<file path="config.mk">
export PLATFORM = sky130hd
export DESIGN_NAME = snake_move_ctrl_flat
export DESIGN_NICKNAME = d
export VERILOG_FILES = /design/src/rtl/snake_move_ctrl_if.sv /design/src/rtl/snake_move_ctrl.sv /design/src/flat_wrapper.sv
export SDC_FILE = /design/constraint.sdc
export NUM_CORES = 1
export LEC_CHECK = 0
export ABC_AREA = 1
export CAP_MARGIN = 15
export CORE_AREA = 2 2 232 188
export CTS_CLUSTER_SIZE = 24
export DETAILED_ROUTE_END_ITERATION = 10
export DIE_AREA = 0 0 234 190
export GPL_ROUTABILITY_DRIVEN = 1
export GPL_TIMING_DRIVEN = 0
export PLACE_DENSITY = 0.65
export SLEW_MARGIN = 10
export SYNTH_ARGS = -nofsm -noshare
export SYNTH_HDL_FRONTEND = slang
export SYNTH_SLANG_ARGS = --single-unit
</file>
<file path="constraint.sdc">
create_clock -name clk -period 3.45 [get_ports clk]
set_clock_uncertainty 0.15 [all_clocks]
set_input_delay 0.5175 -clock clk [delete_from_list [all_inputs] [get_ports clk]]
set_output_delay 0.5175 -clock clk [all_outputs]
set_load 0.005 [all_outputs]
</file>
<file path="src/rtl/snake_move_ctrl_if.sv">
// Signal bundle between the game logic / pixel renderer and the snake movement sequencer.
// master = game side (drives requests, renderer index); slave = sequencer.
interface snake_move_ctrl_if #(
    parameter int LEN_W = 5
);
    logic             tick;
    logic             init;
    logic             pause;
    logic             key_valid;
    logic [7:0]       key_code;
    logic             food_valid;
    logic [12:0]      food_pos;
    logic [LEN_W-1:0] rd_idx;
    logic [12:0]      rd_pos;
    logic             rd_valid;
    logic [LEN_W-1:0] length;
    logic [12:0]      head_pos;
    logic             busy;
    logic             died;
    logic             ate;
    logic             dead;

    modport master (
        output tick, init, pause, key_valid, key_code, food_valid, food_pos, rd_idx,
        input  rd_pos, rd_valid, length, head_pos, busy, died, ate, dead
    );

    modport slave (
        input  tick, init, pause, key_valid, key_code, food_valid, food_pos, rd_idx,
        output rd_pos, rd_valid, length, head_pos, busy, died, ate, dead
    );
endinterface

</file>
<file path="src/rtl/snake_move_ctrl.sv">
// Snake movement/collision sequencer: owns the segment store and steps the snake one
// segment per cycle (head, wall check, self scan, growth, body shift) on each accepted tick.
module snake_move_ctrl #(
    parameter int MAX_LEN  = 16,
    parameter int LEN_W    = 5,
    parameter int INIT_LEN = 4
) (
    input logic              clk,
    input logic              rst_n,
    snake_move_ctrl_if.slave bus
);
    localparam int IDX_W = (MAX_LEN > 1) ? $clog2(MAX_LEN) : 1;

    localparam logic [LEN_W-1:0] ONE       = LEN_W'(1);
    localparam logic [LEN_W-1:0] TWO       = LEN_W'(2);
    localparam logic [LEN_W-1:0] MAX_L     = LEN_W'(MAX_LEN);
    localparam logic [LEN_W-1:0] INIT_L    = LEN_W'(INIT_LEN);
    localparam logic [LEN_W-1:0] LOAD_LAST = LEN_W'(INIT_LEN - 1);

    localparam logic [1:0] DIR_UP    = 2'd0;
    localparam logic [1:0] DIR_DOWN  = 2'd1;
    localparam logic [1:0] DIR_LEFT  = 2'd2;
    localparam logic [1:0] DIR_RIGHT = 2'd3;

    typedef enum logic [2:0] {
        S_LOAD,
        S_IDLE,
        S_HEAD,
        S_SCAN,
        S_SHIFT,
        S_DEAD
    } state_t;

    state_t           state, state_nx;
    logic [LEN_W-1:0] idx, idx_nx, idx_m1;
    logic [LEN_W-1:0] length_r, limit, new_len;
    logic [1:0]       dir, pend_dir, key_dir;
    logic             key_hit, key_ok;

    logic [12:0]      seg [MAX_LEN];
    logic [12:0]      seg_head, scan_pos, shift_src, seg_wdata;
    logic [IDX_W-1:0] seg_widx;
    logic             seg_we, head_we;

    logic [5:0]       hy, ny;
    logic [6:0]       hx, nx;
    logic [12:0]      nh_cmb, nh_r;
    logic             off_field, grow_r;

    logic             step_go, step_done, enter_dead;
    logic             died_r, ate_r, dead_r;
    logic [12:0]      rd_pos_r;
    logic             rd_valid_r;

    assign seg_head  = seg[0];
    assign idx_m1    = idx - ONE;
    assign scan_pos  = seg[idx[IDX_W-1:0]];
    assign shift_src = seg[idx_m1[IDX_W-1:0]];
    assign hy        = seg_head[12:7];
    assign hx        = seg_head[6:0];

    // Fields wrap modulo their width; anything landing outside 64x48 is a wall hit.
    always_comb begin
        ny = hy;
        nx = hx;
        case (dir)
            DIR_UP:   ny = hy - 6'd1;
            DIR_DOWN: ny = hy + 6'd1;
            DIR_LEFT: nx = hx - 7'd1;
            default:  nx = hx + 7'd1;
        endcase
    end

    assign nh_cmb    = {ny, nx};
    assign off_field = nx[6] | (ny[5] & ny[4]);

    // The tail cell vacates during this step, so it is exempt unless the snake grows.
    assign limit   = grow_r ? (length_r - ONE) : (length_r - TWO);
    assign new_len = (grow_r && (length_r != MAX_L)) ? (length_r + ONE) : length_r;

    always_comb begin
        key_hit = 1'b1;
        key_dir = DIR_RIGHT;
        case (bus.key_code)
            8'h75:   key_dir = DIR_UP;
            8'h72:   key_dir = DIR_DOWN;
            8'h6B:   key_dir = DIR_LEFT;
            8'h74:   key_dir = DIR_RIGHT;
            default: key_hit = 1'b0;
        endcase
    end

    // Bit 1 of the direction code separates the vertical pair from the horizontal pair.
    assign key_ok = bus.key_valid & key_hit & (key_dir[1] != dir[1]) &
                    (state != S_LOAD) & (state != S_DEAD);

    always_ff @(posedge clk or negedge rst_n) begin
        if (!rst_n) begin
            state <= S_LOAD;
            idx   <= '0;
        end else begin
            state <= state_nx;
            idx   <= idx_nx;
        end
    end

    always_comb begin
        state_nx   = state;
        idx_nx     = idx;
        seg_we     = 1'b0;
        seg_widx   = idx[IDX_W-1:0];
        seg_wdata  = '0;
        head_we    = 1'b0;
        step_go    = 1'b0;
        step_done  = 1'b0;
        enter_dead = 1'b0;

        case (state)
            S_LOAD: begin
                seg_we    = 1'b1;
                seg_wdata = {6'd0, 7'(LOAD_LAST - idx)};
                if (idx == LOAD_LAST) begin
                    state_nx = S_IDLE;
                    idx_nx   = '0;
                end else begin
                    idx_nx = idx + ONE;
                end
            end
            S_IDLE: begin
                if (bus.tick && !bus.pause) begin
                    step_go  = 1'b1;
                    state_nx = S_HEAD;
                end
            end
            S_HEAD: begin
                if (off_field) begin
                    enter_dead = 1'b1;
                    state_nx   = S_DEAD;
                end else begin
                    state_nx = S_SCAN;
                    idx_nx   = '0;
                end
            end
            S_SCAN: begin
                if (scan_pos == nh_r) begin
                    enter_dead = 1'b1;
                    state_nx   = S_DEAD;
                end else if (idx == limit) begin
                    state_nx = S_SHIFT;
                    idx_nx   = new_len - ONE;
                end else begin
                    idx_nx = idx + ONE;
                end
            end
            S_SHIFT: begin
                if (idx != '0) begin
                    seg_we    = 1'b1;
                    seg_wdata = shift_src;
                end
                // The last body move and the new head share one edge.
                if (idx > ONE) begin
                    idx_nx = idx - ONE;
                end else begin
                    head_we   = 1'b1;
                    step_done = 1'b1;
                    state_nx  = S_IDLE;
                end
            end
            S_DEAD: state_nx = S_DEAD;
            default: state_nx = S_LOAD;
        endcase

        if (bus.init) begin
            state_nx   = S_LOAD;
            idx_nx     = '0;
            seg_we     = 1'b0;
            head_we    = 1'b0;
            step_go    = 1'b0;
            step_done  = 1'b0;
            enter_dead = 1'b0;
        end
    end

    always_ff @(posedge clk) begin
        if (seg_we) begin
            seg[seg_widx] <= seg_wdata;
        end
        if (head_we) begin
            seg[0] <= nh_r;
        end
    end

    always_ff @(posedge clk) begin
        if (state == S_HEAD) begin
            nh_r   <= nh_cmb;
            grow_r <= bus.food_valid & (nh_cmb == bus.food_pos);
        end
    end

    always_ff @(posedge clk or negedge rst_n) begin
        if (!rst_n) begin
            length_r <= INIT_L;
            dir      <= DIR_RIGHT;
            pend_dir <= DIR_RIGHT;
            died_r   <= 1'b0;
            ate_r    <= 1'b0;
            dead_r   <= 1'b0;
        end else begin
            died_r <= enter_dead;
            ate_r  <= step_done & grow_r;
            if (bus.init) begin
                length_r <= INIT_L;
                dir      <= DIR_RIGHT;
                pend_dir <= DIR_RIGHT;
                dead_r   <= 1'b0;
            end else begin
                if (enter_dead) begin
                    dead_r <= 1'b1;
                end
                if (step_go) begin
                    dir <= pend_dir;
                end
                if (step_done) begin
                    length_r <= new_len;
                end
                if (key_ok) begin
                    pend_dir <= key_dir;
                end
            end
        end
    end

    always_ff @(posedge clk or negedge rst_n) begin
        if (!rst_n) begin
            rd_pos_r   <= '0;
            rd_valid_r <= 1'b0;
        end else begin
            rd_pos_r   <= (bus.rd_idx < MAX_L) ? seg[bus.rd_idx[IDX_W-1:0]] : '0;
            rd_valid_r <= bus.rd_idx < length_r;
        end
    end

    assign bus.rd_pos   = rd_pos_r;
    assign bus.rd_valid = rd_valid_r;
    assign bus.length   = length_r;
    assign bus.head_pos = seg_head;
    assign bus.busy     = (state != S_IDLE) && (state != S_DEAD);
    assign bus.died     = died_r;
    assign bus.ate      = ate_r;
    assign bus.dead     = dead_r;
endmodule
</file>
<file path="src/flat_wrapper.sv">
// flat-port wrapper written by rule: the top's interface ports become plain ports
module snake_move_ctrl_flat 
#(
    parameter int MAX_LEN  = 16,
    parameter int LEN_W    = 5,
    parameter int INIT_LEN = 4
)
  (clk, rst_n, bus_tick, bus_init, bus_pause, bus_key_valid, bus_key_code, bus_food_valid, bus_food_pos, bus_rd_idx, bus_rd_pos, bus_rd_valid, bus_length, bus_head_pos, bus_busy, bus_died, bus_ate, bus_dead);
  snake_move_ctrl_if #(.LEN_W(LEN_W)) bus_i ();
  input logic clk;
  input logic rst_n;
  input wire logic [$bits(bus_i.tick)-1:0] bus_tick;
  input wire logic [$bits(bus_i.init)-1:0] bus_init;
  input wire logic [$bits(bus_i.pause)-1:0] bus_pause;
  input wire logic [$bits(bus_i.key_valid)-1:0] bus_key_valid;
  input wire logic [$bits(bus_i.key_code)-1:0] bus_key_code;
  input wire logic [$bits(bus_i.food_valid)-1:0] bus_food_valid;
  input wire logic [$bits(bus_i.food_pos)-1:0] bus_food_pos;
  input wire logic [$bits(bus_i.rd_idx)-1:0] bus_rd_idx;
  output wire logic [$bits(bus_i.rd_pos)-1:0] bus_rd_pos;
  output wire logic [$bits(bus_i.rd_valid)-1:0] bus_rd_valid;
  output wire logic [$bits(bus_i.length)-1:0] bus_length;
  output wire logic [$bits(bus_i.head_pos)-1:0] bus_head_pos;
  output wire logic [$bits(bus_i.busy)-1:0] bus_busy;
  output wire logic [$bits(bus_i.died)-1:0] bus_died;
  output wire logic [$bits(bus_i.ate)-1:0] bus_ate;
  output wire logic [$bits(bus_i.dead)-1:0] bus_dead;
  assign bus_i.tick = bus_tick;
  assign bus_i.init = bus_init;
  assign bus_i.pause = bus_pause;
  assign bus_i.key_valid = bus_key_valid;
  assign bus_i.key_code = bus_key_code;
  assign bus_i.food_valid = bus_food_valid;
  assign bus_i.food_pos = bus_food_pos;
  assign bus_i.rd_idx = bus_rd_idx;
  assign bus_rd_pos = bus_i.rd_pos;
  assign bus_rd_valid = bus_i.rd_valid;
  assign bus_length = bus_i.length;
  assign bus_head_pos = bus_i.head_pos;
  assign bus_busy = bus_i.busy;
  assign bus_died = bus_i.died;
  assign bus_ate = bus_i.ate;
  assign bus_dead = bus_i.dead;
  snake_move_ctrl #(.MAX_LEN(MAX_LEN), .LEN_W(LEN_W), .INIT_LEN(INIT_LEN)) u_core (.clk(clk), .rst_n(rst_n), .bus(bus_i));
endmodule
</file>
==> results.py, run 1 <==
metrics = {
    "critical_path": {
        "cp-startpoint": "u_core.idx[3]$_DFFE_PN0P_",
        "cp_slowest_cell": "nor3_4",
        "arrival_ps": 3650,
        "crit_chain": "buf_4, inv_1, buf_6, ha_2, a31oi_4, o21ai_4, buf_4, nor3_4, buf_4",
        "r2r-end": "u_core.seg[11][8]$_DFFE_PP_",
        "cp.required_ps": 3580,
        "crit_type": "register to register",
        "crit_path_max_fanout": 11,
        "crit_end": "u_core.seg[11][8]$_DFFE_PP_",
        "rrSetupSlack_ps": -80,
        "crit_buf_inv": 5,
        "start_kind": "register",
        "r2r_start": "u_core.idx[3]$_DFFE_PN0P_",
        "rr_worst_depth": 9,
        "cp.depth": 9,
        "cp_slowest_stage_delay_ps": 480,
        "worstSetupEndpointType": "register",
        "cpMostUsedCell": "buf_4",
        "crit_family": "buffers and inverters",
    },
    "routing": {
        "vias": 18900,
        "wl_microns": 100000,
        "avgViaCountPerCell": 6.44,
        "post_drt_wl_per_cell_microns": 34.0,
        "drc": 0,
        "drt_first_pass_iters": 6,
        "drt-initial-drc-count": 3413,
        "ant_nets": 0,
    },
    "grt": {
        "track_usage_pct": 44.2,
        "grt_pass1_wl_microns": 134000,
        "grt_max_degree": 25,
        "antenna_found_initial": 8,
        "grt_pass1_vias": 17100,
        "grt_overflow": 0,
    },
    "clock_network": {
        "clock_sinks": 256,
        "cts_root_buf": "clkbuf_16",
        "cts_tree": "yes",
        "cts.reportedPaths.clkPinSlew_ps": 70,
        "cts_buffers": 30,
        "htree_levels": 1,
        "insertion_delay_ps": 600,
        "clockBufferDepth": 3,
    },
    "cells_and_area": {
        "fillers": 4163,
        "synthToLayoutAreaGrowth_pct": 23.3,
        "layout-drive-gt1-share_pct": 12.2,
        "postLayoutCellArea_sq_um": 20600,
        "nets": 2408,
    },
    "power_and_ir_drop": {
        "p_per_area_nw_per_um2": 960,
        "p_leak_nw": 8.64,
        "ir_drop_mv": 0.598,
        "p_total_w": 0.0198,
    },
    "placement": {
        "gp_congestion": 1.06,
        "postPlaceCellArea_sq_um": 18600,
        "hpwl_microns": 69300,
        "place_ws_ps": -2570,
        "portBuffers": 67,
    },
    "sta": {
        "finalMaxSlewViolations": 0,
        "relSlewSlack_pct": 6.18,
        "setup_tns_ps": -2290,
        "rsz0062_at_grt": "yes",
        "period_share_pct": 102,
        "final_hold_viol_count": 0,
        "min_period_ps": 3530,
        "worstMarginPinSlew_ps": 1410,
        "setup_violations": 90,
        "worst_slack_ps": -75.3,
        "fmax_mhz": 284,
    },
    "job": {
        "maxCapViolCount": 0,
    },
    "run_status": {
        "outcome": "finished, violations left",
        "violations": "negative setup slack",
    },
    "logic_synthesis": {
        "synth_top_flop_cell": "edfxtp_1",
        "yosysSeqAreaShare_pct": 45.0,
        "ys_top_cells_by_area": "edfxtp_1 (40%), nand3_1 (10%), nand2_1 (10%)",
        "synth-async-reset-ratio_pct": 13.3,
        "netlist_area_sq_um": 16700,
        "ys_ff_latch": 256,
        "netlist.area_leader.share_pct": 39.8,
        "synth_commonest_cells": "nand2_1 (444), nand3_1 (343), inv_1 (273), o21ai_0 (241), a21oi_1 (228)",
        "ys_warn_count": 0,
        "synth_area_leader_cell": "edfxtp_1",
        "yosys.cell_count.top_type": "nand2_1",
        "synthDistinctLibCells": 43,
        "syn_inst": 2186,
        "synth_edf_count": 222,
        "avgSynthCellArea_sq_um": 7.65,
        "syn-num-nets": 2246,
    },
    "floorplan": {
        "boundaryPins": 69,
        "coreArea_sq_um": 42500,
        "die_y_microns": 190,
        "rows": 68,
        "die_width_microns": 234,
        "initial_core_util_pct": 39.4,
        "die_area_sq_um": 44500,
    },
    "worst_hold_path": {
        "hold_class": "input port to async pin",
    },
}
## flip-flops by register name (all words and copies together), names as in the netlist
register,flops
u_core.dir,2
u_core.bus.length,5
u_core.nh_r,13
u_core.bus.died,1
u_core.bus.rd_valid,1
u_core.grow_r,1
u_core.pend_dir,2
u_core.state,3
u_core.bus.ate,1
u_core.seg,208
u_core.idx,5
u_core.bus.rd_pos,13
u_core.bus.dead,1
## logic make-up after synthesis
group / share of synthesized area [%]
xor gates and xnor gates: 1.62
and+or+nand+nor: 24.0
AOI/OAI and AO/OA: 16.9
buffers and inverters: 10.4
DFF: 45.0
adders and majority gates: 2.06
## what timing repair did
action                                 4_1_cts  5_1_grt
pin swaps                                   12        5
hold buffers                                 1        0
gates resized for setup                    128       26
gates cloned                                 0        1
endpoints found under the hold margin       10        0
setup buffers                               20       11
setup endpoints to repair                  441      213
## worst min-delay path by stage
stage	start	to	slack, ps	cells past startpoint
detailed placement	rst_n	u_core.bus.rd_pos[4]$_DFF_PN0_	320	1
CTS	rst_n	u_core.bus.rd_pos[7]$_DFF_PN0_	240	2
floorplan	rst_n	u_core.bus.ate$_DFF_PN0_	70	0
global route	rst_n	u_core.bus.rd_pos[7]$_DFF_PN0_	290	2
global placement	u_core.pend_dir[1]$_DFFE_PN1P_	u_core.pend_dir[1]$_DFFE_PN1P_	330	2
finish	rst_n	u_core.bus.rd_pos[4]$_DFF_PN0_	270	2
## layout by cell type (no fill, tap or decap), drive strengths merged, types with 20 or more instances in the layout
cell	n
a21oi	228
buf	138
clkbuf	96
clkdlybuf4s50	66
dfrtp	29
edfxtp	222
ha	26
inv	279
nand2	444
nand3	346
nor2	77
o21ai	247
o311ai	20
xor2	21
## power by group
part / switching, W / internal (W) / leakage, nW
Clock: 0.00146 / 0.00205 / 0.500
Combinational: 0.00864 / 0.00338 / 5.60
Sequential: 0.000259 / 0.00402 / 2.54
## area by class of cell
cell class / instances / area [sq um] / share of cell area, %
multi-input combinational: 1507 / 7920 / 38.4
antenna: 6 / 15.0 / 0.0728
clock inverter: 21 / 240 / 1.16
buffer: 135 / 883 / 4.28
clock buffer: 35 / 811 / 3.93
inverter: 285 / 1080 / 5.23
sequential: 256 / 7520 / 36.5
timing repair buffer: 133 / 1460 / 7.07
tap: 560 / 701 / 3.40
## stage by stage
step | hold WS [ps] | std cells | utilization (%)
2_1_floorplan | 71.9 | 2186 | -
3_3_place_gp | 331 | 2813 | 42.7
3_5_place_dp | 318 | 2843 | 43.8
4_1_cts | 241 | 2918 | 48.0
5_1_grt | 294 | 2932 | 48.6
6_report | 268 | 2938 | 48.6
## per-layer routing
metal | vias to the layer above | wire, microns | share of wire, % | global-route usage, %
met5 | - | 72 | 0.072 | 0
met4 | 2 | 6590 | 6.6 | 24.5
met3 | 338 | 14400 | 14 | 13.0
met2 | 1676 | 39500 | 39 | 61.1
met1 | 9128 | 39500 | 39 | 61.6
li1 | 7787 | - | - | -
Power figures use the tool's default switching activity.
==> run 2: changes to the inputs <==
SETUP_SLACK_MARGIN = 0.05   (was unset)
==> results.py, run 2 (same netlist as run 1, synthesis figures left out) <==
metrics = {
    "routing": {
        "post_drt_wl_per_cell_microns": 34.1,
        "vias": 18800,
        "drt_first_pass_iters": 7,
        "drc": 0,
        "wl_microns": 101000,
        "ant_nets": 0,
        "avgViaCountPerCell": 6.37,
        "drt-initial-drc-count": 3608,
    },
    "grt": {
        "grt_pass1_wl_microns": 135000,
        "track_usage_pct": 44.6,
        "antenna_found_initial": 6,
        "grt_overflow": 0,
        "grt_max_degree": 25,
        "grt_pass1_vias": 17200,
    },
    "sta": {
        "fmax_mhz": 285,
        "worst_slack_ps": -61.5,
        "min_period_ps": 3510,
        "finalMaxSlewViolations": 0,
        "relSlewSlack_pct": 7.43,
        "final_hold_viol_count": 0,
        "rsz0062_at_grt": "yes",
        "period_share_pct": 102,
        "hold_ws_ps": 258,
        "worstMarginPinSlew_ps": 1390,
        "setup_violations": 10,
    },
    "placement": {
        "hpwl_microns": 69400,
        "portBuffers": 67,
        "gp_congestion": 1.04,
    },
    "critical_path": {
        "crit_end": "u_core.seg[0][3]$_DFFE_PP_",
        "cp.required_ps": 3630,
        "arrival_ps": 3690,
        "start_kind": "register",
        "crit_path_max_fanout": 16,
        "r2r_start": "u_core.idx[3]$_DFFE_PN0P_",
        "rr_worst_depth": 12,
        "crit_type": "register to register",
        "cp-startpoint": "u_core.idx[3]$_DFFE_PN0P_",
        "worstSetupEndpointType": "register",
        "rrSetupSlack_ps": -60,
        "r2r-end": "u_core.seg[0][3]$_DFFE_PP_",
    },
    "floorplan": {
        "boundaryPins": 69,
        "coreArea_sq_um": 42500,
        "die_area_sq_um": 44500,
        "rows": 68,
        "die_y_microns": 190,
        "die_width_microns": 234,
        "initial_core_util_pct": 39.4,
    },
    "clock_network": {
        "htree_levels": 1,
        "cts_root_buf": "clkbuf_16",
        "insertion_delay_ps": 610,
        "clockBufferDepth": 3,
        "cts_tree": "yes",
        "cts_buffers": 30,
        "clock_sinks": 256,
        "cts.reportedPaths.clkPinSlew_ps": 60,
    },
    "cells_and_area": {
        "layout-drive-gt1-share_pct": 13.5,
        "fillers": 4099,
        "final_cell_mix": "nand2_1 (435), nand3_1 (337), inv_1 (271)",
        "largest_reg_flops": 208,
        "largest-register": "u_core.seg",
        "nets": 2422,
        "layout_commonest_cell": "nand2_1",
        "synthToLayoutAreaGrowth_pct": 25.2,
    },
    "power_and_ir_drop": {
        "p_per_area_nw_per_um2": 975,
        "p_total_w": 0.0204,
        "ir_drop_mv": 0.538,
        "p_leak_nw": 8.79,
    },
    "run_status": {
        "outcome": "finished, violations left",
        "violations": "negative setup slack",
    },
    "job": {
        "maxCapViolCount": 0,
    },
    "worst_hold_path": {
        "hold_class": "input port to async pin",
    },
}
## run 2: timing repair
action / 4_1_cts / 5_1_grt
resized for setup: 128 / 85
hold buffers: 1 / 0
setup buffers: 27 / 18
cloned: 0 / 3
endpoints found under the hold margin: 10 / 0
pin swaps: 13 / 17
endpoints found under the setup margin: 439 / 296
## run 2: final cells by class
type | instances | area (sq um) | area share, %
clock inverter | 11 | 115 | 0.550
inverter | 285 | 1090 | 5.19
multi-input combinational | 1507 | 8030 | 38.3
buffer | 138 | 942 | 4.50
sequential | 256 | 7520 | 35.9
clock buffer | 45 | 986 | 4.71
tap | 560 | 701 | 3.35
antenna | 1 | 2.50 | 0.0119
timing repair inverter | 1 | 6.26 | 0.0299
timing repair buffer | 143 | 1550 | 7.41
## run 2: layer usage
| metal | track usage, % | share of wire, % |
|---|---|---|
| met1 | 60.4 | 38 |
| met2 | 61.5 | 39 |
| met3 | 15.8 | 15 |
| met4 | 24.6 | 7.5 |
| met5 | 0 | 0.013 |
## run 2: worst min path at each step
stage / to / slack [ps] / cells past startpoint / startpoint
2_1_floorplan: u_core.bus.ate$_DFF_PN0_ / 70 / 0 / rst_n
3_3_place_gp: u_core.pend_dir[1]$_DFFE_PN1P_ / 330 / 2 / u_core.pend_dir[1]$_DFFE_PN1P_
3_5_place_dp: u_core.bus.rd_pos[5]$_DFF_PN0_ / 320 / 1 / rst_n
4_1_cts: u_core.bus.rd_pos[4]$_DFF_PN0_ / 230 / 2 / rst_n
5_1_grt: u_core.bus.rd_pos[4]$_DFF_PN0_ / 300 / 2 / rst_n
6_report: u_core.bus.rd_pos[4]$_DFF_PN0_ / 260 / 2 / rst_n
## run 2: metrics by stage
stage | worst slack (ps) | TNS [ps] | instances | instance area, sq um | util, %
2_1_floorplan | 50.4 | 0 | 2186 | 16800 | -
3_3_place_gp | -3240 | -934190 | 2813 | 18100 | 42.7
3_5_place_dp | -2280 | -658580 | 2838 | 18600 | 43.7
4_1_cts | 11.4 | 0 | 2921 | 20400 | 48.2
5_1_grt | -51.2 | -51.2 | 2946 | 20900 | 49.3
6_report | -61.5 | -236 | 2947 | 20900 | 49.3
## run 2: critical path, stage by stage, from the launching register on
cell        delay (ps)
dfrtp_1            370
buf_4              330
clkinvlp_4         280
buf_6              230
nand3_1            280
nand2_2            220
inv_2              240
buf_6              290
o311ai_1           230
nand3_1            190
nand2_4            200
nand2_1            110
o21ai_0             70
## run 2: power by group
group	total, W	internal [W]	switching, W
Clock	0.00359	0.00213	0.00146
Combinational	0.0126	0.00371	0.00884
Sequential	0.00428	0.00402	0.000256
Total	0.0204	0.00986	0.0106
